$ cat config.mk
export PLATFORM = sky130hd
export DESIGN_NAME = tbus_link_ctrl
export DESIGN_NICKNAME = d
export VERILOG_FILES = /design/src/rtl/tbus_link_ctrl.sv
export SDC_FILE = /design/constraint.sdc
export NUM_CORES = 1
export LEC_CHECK = 0
export CORE_MARGIN = 2
export CORE_UTILIZATION = 50
export DETAILED_ROUTE_END_ITERATION = 10
export HOLD_SLACK_MARGIN = 0.12
export MAX_ROUTING_LAYER = met4
export PLACE_DENSITY = 0.83
export SYNTH_ARGS = -nofsm -noshare
export SYNTH_HDL_FRONTEND = slang
export SYNTH_SLANG_ARGS = --single-unit
$ cat constraint.sdc
create_clock -name CLK -period 4.85 [get_ports CLK]
set_clock_uncertainty 0.2 [all_clocks]
set_input_delay 1.2125 -clock CLK [delete_from_list [all_inputs] [get_ports CLK]]
set_output_delay 1.2125 -clock CLK [all_outputs]
set_load 0.05 [all_outputs]
$ cat src/rtl/tbus_link_ctrl.sv
// Half-duplex link controller for one node on a shared bus of inverting tri-state buffers.
// It pre-inverts transmit data, times the drive and turnaround windows, and captures words that peers strobe onto the bus.
module tbus_link_ctrl #(
  parameter int W         = 8,
  parameter int DRIVE_CYC = 2,
  parameter int TURN_CYC  = 1
) (
  input  logic         CLK,
  input  logic         R,
  input  logic         grant,
  input  logic         tx_valid,
  input  logic [W-1:0] tx_data,
  output logic         tx_ready,
  output logic         rx_valid,
  output logic [W-1:0] rx_data,
  output logic         bus_en,
  output logic [W-1:0] bus_a,
  output logic         bus_stb_a,
  input  logic [W-1:0] bus_in,
  input  logic         bus_stb_in,
  output logic         err,
  output logic [1:0]   dbg_state
);

  localparam int MAX_CYC = (DRIVE_CYC > TURN_CYC) ? DRIVE_CYC : TURN_CYC;
  localparam int CNT_W   = $clog2(MAX_CYC) + 1;

  typedef enum logic [1:0] {
    IDLE  = 2'd0,
    DRIVE = 2'd1,
    TURN  = 2'd2
  } state_t;

  state_t           state;
  logic [CNT_W-1:0] cnt;
  logic             stb_q;
  logic [W-1:0]     tx_word;
  logic             rx_start;
  logic             tx_go;

  // tx handshake: tx_data is taken on an edge where the controller is in IDLE and
  // grant & tx_valid hold while the bus is quiet. tx_ready pulses for one cycle after
  // that edge. The core keeps tx_valid and tx_data steady until it sees the pulse.
  assign rx_start  = bus_stb_in & ~stb_q;
  assign tx_go     = grant & tx_valid & ~bus_stb_in;
  assign dbg_state = state;

  always_ff @(posedge CLK or negedge R) begin
    if (!R) begin
      state     <= IDLE;
      cnt       <= '0;
      stb_q     <= 1'b0;
      tx_word   <= '0;
      tx_ready  <= 1'b0;
      rx_valid  <= 1'b0;
      rx_data   <= '0;
      bus_en    <= 1'b0;
      bus_a     <= '1;
      bus_stb_a <= 1'b1;
      err       <= 1'b0;
    end else begin
      tx_ready <= 1'b0;
      rx_valid <= 1'b0;
      stb_q    <= bus_stb_in;
      case (state)
        IDLE: begin
          if (rx_start) begin
            rx_data  <= bus_in;
            rx_valid <= 1'b1;
          end else if (tx_go) begin
            // The buffers invert, so drive the complement to put true data on the bus.
            tx_word   <= tx_data;
            tx_ready  <= 1'b1;
            bus_a     <= ~tx_data;
            bus_stb_a <= 1'b0;
            bus_en    <= 1'b1;
            cnt       <= '0;
            state     <= DRIVE;
          end
        end
        DRIVE: begin
          if (cnt == CNT_W'(DRIVE_CYC - 1)) begin
            if ((bus_in != tx_word) || !bus_stb_in) begin
              err <= 1'b1;
            end
            bus_en    <= 1'b0;
            bus_stb_a <= 1'b1;
            cnt       <= '0;
            state     <= TURN;
          end else begin
            cnt <= cnt + CNT_W'(1);
          end
        end
        TURN: begin
          if (cnt == CNT_W'(TURN_CYC - 1)) begin
            cnt   <= '0;
            state <= IDLE;
          end else begin
            cnt <= cnt + CNT_W'(1);
          end
        end
        default: begin
          bus_en    <= 1'b0;
          bus_stb_a <= 1'b1;
          cnt       <= '0;
          state     <= IDLE;
        end
      endcase
    end
  end

endmodule

== Word level (Yosys, flattened, before mapping) ==
Index checks and enable logic that the tools add are counted.

* Mux-type cells: 23
* Add/sub/neg operators: 1
* Equal/unequal tests: 8
* Bitwise operators: 8
* Reductions and logical operators: 10

{| class="wikitable"
|+ Operators by type and width
! kind !! number
|-
| $mux 2 || 8
|-
| $pmux 2 s3 || 2
|-
| $mux 1 || 11
|-
| $ne 2x2->1 const B || 4
|-
| $ne 8x8->1 || 1
|-
| $not 8->8 || 1
|-
| $reduce_and 4->1 || 2
|-
| $pmux 1 s3 || 2
|-
| $reduce_and 3->1 || 2
|-
| $eq 2x1->1 const B || 2
|-
| $logic_not 2->1 || 2
|-
| $not 1->1 || 4
|-
| $reduce_and 2->1 || 2
|-
| $and 1x1->1 || 3
|-
| $add 2x1->2 const B || 1
|-
| $eq 2x2->1 const B || 1
|-
| $logic_not 1->1 || 1
|-
| $logic_or 1x1->1 || 1
|}

* Output and inout bits: 23
* Bits in registers: 34
* Word-level logic and storage cells: 61

== Depth between registers and ports, before layout ==
* Word-level depth: 5
* Gate-level depth with buffers: 7
* Gate-level depth less buffers: 5

== Least setup slack after synthesis ==
Ideal clock, no wire load.

* Path type: in2reg
* From: input bus_stb_in
* To: register bus_en
* Arrival: 1985 ps
* Stages: 3
* Slack: 2540 ps
* Path buffers: 0
* Path through: nand3b_4 a211oi_4 mux2_2

* Word-level cells in the longest chain between the ends: 4

{| class="wikitable"
|+ RTL lines
! item !! line !! RTL
|-
| start: declaration || 20 || <nowiki>input logic bus_stb_in,</nowiki>
|-
| $not 1->1 || 45 || <nowiki>assign tx_go = grant & tx_valid & ~bus_stb_in;</nowiki>
|-
| $and 1x1->1 || 45 ||
|-
| $ne 2x2->1 (no line) || n/a ||
|-
| $reduce_and 4->1 (no line) * || n/a ||
|-
| end signal: assignment || 57 || <nowiki>bus_en <= 1'b0;</nowiki>
|-
| end signal: assignment || 76 || <nowiki>bus_en <= 1'b1;</nowiki>
|-
| end signal: assignment || 86 || <nowiki>bus_en <= 1'b0;</nowiki>
|-
| end: declaration || 16 || <nowiki>output logic bus_en,</nowiki>
|}

Mark *: on every way between the ends. The rest lies on a longest branch, timed or not.
A chain may end at the register's enable or synchronous reset.

== Worst setup path in the final report ==
* From: register bus_a[6]
* To: output bus_a[6]

{| class="wikitable"
|+ RTL lines
! item !! line !! RTL
|-
| start: declaration || 17 || <nowiki>output logic [W-1:0] bus_a,</nowiki>
|-
| start signal: assignment || 74 || <nowiki>bus_a <= ~tx_data;</nowiki>
|}

No word-level cell between the ends.

==> results_dict.tcl <==
set metrics [dict create \
    overflow 0 \
    root_buffer "clkbuf_4" \
    holdCritStartpoint "bus_a[7]" \
    cts_tree "built" \
    crit_start "bus_a[6]" \
    tns_ns 0 \
    required_ns 3.44 \
    finalWirelength_um 2870 \
    dieWidth_um 59.8 \
    critPathLaunchType "flop" \
    fp.dieH_um 59.8 \
    worstPathArrival_ns 1.68 \
    vias 1039 \
    yosys_warnings 0 \
    ctsHoldBuffers 0 \
    clk_latency_ns 0.33 \
    via_per_inst 5.22 \
    antenna_found_initial 0 \
    multi_input_area_sq_um 636 \
    path_buf_inv 1 \
    hold_slack_ns 0.291 \
    diodes 0 \
    grt_max_degree 35 \
    ys_seq_elements 34 \
    ff_latch_area_sq_um 862 \
    critPathMaxStageDelay_ns 0.80 \
    worstSetupPathType "flop to primary output" \
    post_drt_wl_per_cell_um 14.4 \
    worstMarginPinSlew_ns 0.503 \
    rsz0062_at_grt "no" \
    dp_slack_ns 1.92 \
    grt_pass1_wl_um 4950 \
    initial_utilization_pct 51.9 \
    synth_fp_nets 145 \
    antenna_left 0 \
    synth.distinct_cells 28 \
    syn_avg_cell_area_sq_um 13.3 \
    drc_errors 0 \
    maxCapViolCount 0 \
    syn-instance-count 117 \
    min_period_ns 3.09 \
    hpwlAfterDp_um 2160 \
    clk_path_buf_depth 2 \
    pin_count 44 \
    cp_max_fo 2 \
    worst_slack_ns 1.76 \
    gp_congestion 0.897 \
    relSlewSlack_pct 66.4 \
    syn_area_sq_um 1560 \
    end_kind "primary output" \
    die_area_sq_um 3580 \
    crit_family "buffers and inverters" \
    hp-class "flop to flop" \
    setup_viol 0 \
    drt_first_pass_iters 4 \
    vdd_drop_max_v 0.000332 \
    syn2layout_area_growth_pct 32.9 \
    slowest_stage "clkdlybuf4s50_1" \
    cts.sinks 34 \
    fill_cells 225 \
    outcome "finished clean" \
    drive_gt1_share_pct 23.5 \
    grt_pass1_vias 1088 \
    p_leak_uw 0.000912 \
    row_count 20 \
    cts_max_level 2 \
    hold_depth 2 \
    grt_usage_pct 19.5 \
    ys_seq_area_share_pct 55.3 \
    drv_slew 0 \
    fin_crit_sh_pct 63.7 \
    fmax_ghz 0.324 \
    numCtsBuffers 5 \
    core-area_sq_um 3000 \
    post-cts-setup-buffer-count 0 \
    cp.depth 1 \
    cts_resized 0 \
    nets 193 \
    crit_chain "clkdlybuf4s50_1" \
    power_density_nw_per_um2 711 \
    hold_violations 0 \
    numPortBuffers 43 \
    drt-initial-drc-count 8 \
    reg2reg_depth 4 \
    reg2reg_from "dbg_state[0]" \
    clk_pin_slew_worst_paths_ns 0.10 \
]
[layout by cell type, fill, tap and decap left out, drive strengths merged, types with 7 or more instances in the layout]
| cell | instances |
|---|---|
| inv | 9 |
| nand2 | 7 |
| clkbuf | 8 |
| dfstp | 9 |
| dfrtp | 25 |
| o21ai | 7 |
| clkdlybuf4s50 | 43 |
| ha | 7 |
| mux2 | 18 |
| xor2 | 8 |
[sequential cells by signal (all words and copies together), names as in the netlist, 2 cells and up]
signal / flops
cnt: 2
dbg_state: 2
tx_word: 8
bus_a: 8
rx_data: 8
[worst reg2reg max path: stages, from the launching register on]
cell,delay [ns]
dfrtp_1,0.40
inv_1,0.11
ha_1,0.45
nand4b_4,0.40
mux2_2,0.39
[layout make-up]
| type | count | area share (%) |
|---|---|---|
| Inverter | 9 | 1.63 |
| Clock buffer | 8 | 2.84 |
| Tap cell | 33 | 2.00 |
| Sequential cell | 34 | 41.7 |
| Timing Repair Buffer | 44 | 21.2 |
| Multi-Input combinational cell | 71 | 30.7 |
[kinds of logic (layout without fill, tap and decap cells)]
family | Yosys count | count (layout) | share of synthesized area, %
buffers and inverters | 12 | 61 | 3.85
AO/OA/AOI/OAI | 18 | 18 | 8.11
multiplexers | 19 | 19 | 13.7
adder cells (fa/ha/maj) | 7 | 7 | 5.62
AND/OR/NAND/NOR | 19 | 19 | 8.92
XOR/XNOR | 8 | 8 | 4.50
flip-flops | 34 | 34 | 55.3
[cells in the mapped netlist]
| library cell | n | share of area [%] |
|---|---|---|
| o32a_1 | 1 | 0.64 |
| o21ai_0 | 7 | 2.2 |
| and2_4 | 1 | 0.56 |
| nor2b_1 | 2 | 0.80 |
| and2b_1 | 1 | 0.48 |
| a21oi_1 | 2 | 0.64 |
| nor3b_1 | 1 | 0.48 |
| dfstp_2 | 9 | 15 |
| a211oi_1 | 2 | 0.96 |
| a31oi_1 | 1 | 0.40 |
| inv_1 | 9 | 2.2 |
| nand2_1 | 7 | 1.7 |
| o31ai_1 | 2 | 0.96 |
| ha_1 | 7 | 5.6 |
| nor4_1 | 1 | 0.40 |
| mux2_2 | 18 | 13 |
| nand4b_4 | 1 | 1.5 |
| nor3_1 | 1 | 0.32 |
| clkbuf_1 | 1 | 0.24 |
| dfrtp_1 | 25 | 40 |
| nand3_1 | 2 | 0.64 |
| a22oi_1 | 2 | 0.96 |
| buf_6 | 2 | 1.4 |
| nand3b_4 | 1 | 1.3 |
| nand3b_2 | 1 | 0.72 |
| a211oi_4 | 1 | 1.3 |
| xor2_1 | 8 | 4.5 |
| mux2i_1 | 1 | 0.64 |
[metrics by stage]
| stage | util (%) | instance area, sq um | total power (uW) | cells |
|---|---|---|---|---|
| finish | 68.9 | 2070 | 1470 | 199 |
| global route | 68.9 | 2070 | 1560 | 199 |
| CTS | 68.9 | 2070 | 1490 | 199 |
| detailed placement | 67.0 | 2010 | 1320 | 191 |
| global placement | 67.0 | 2010 | 1300 | 191 |
| floorplan | - | 1560 | 1080 | 117 |
[power by group]
part | internal (uW) | switching, uW | leakage [uW]
sequential | 432 | 71.2 | 0.000397
combinational | 317 | 491 | 0.000482
clock | 71.5 | 88.6 | 0.0000326
[worst paths after layout]
kind / to / slack [ns]
min in group asynchronous: cnt[0] / 1.07
hold reg to reg: bus_a[7] / 0.29
setup reg to reg: tx_word[5] / 2.78
setup / recovery: bus_a[6] / 1.76
hold / removal: bus_a[7] / 0.29
max in group asynchronous: bus_a[7] / 3.04
[per-layer routing]
metal,vias up,track usage [%],routed length (um)
met5,-,-,0
met4,0,6.67,0
met3,0,6.71,159
li1,501,-,-
met2,34,30.4,1420
met1,504,23.6,1290
Note: power is estimated with default switching activity, not from simulation.
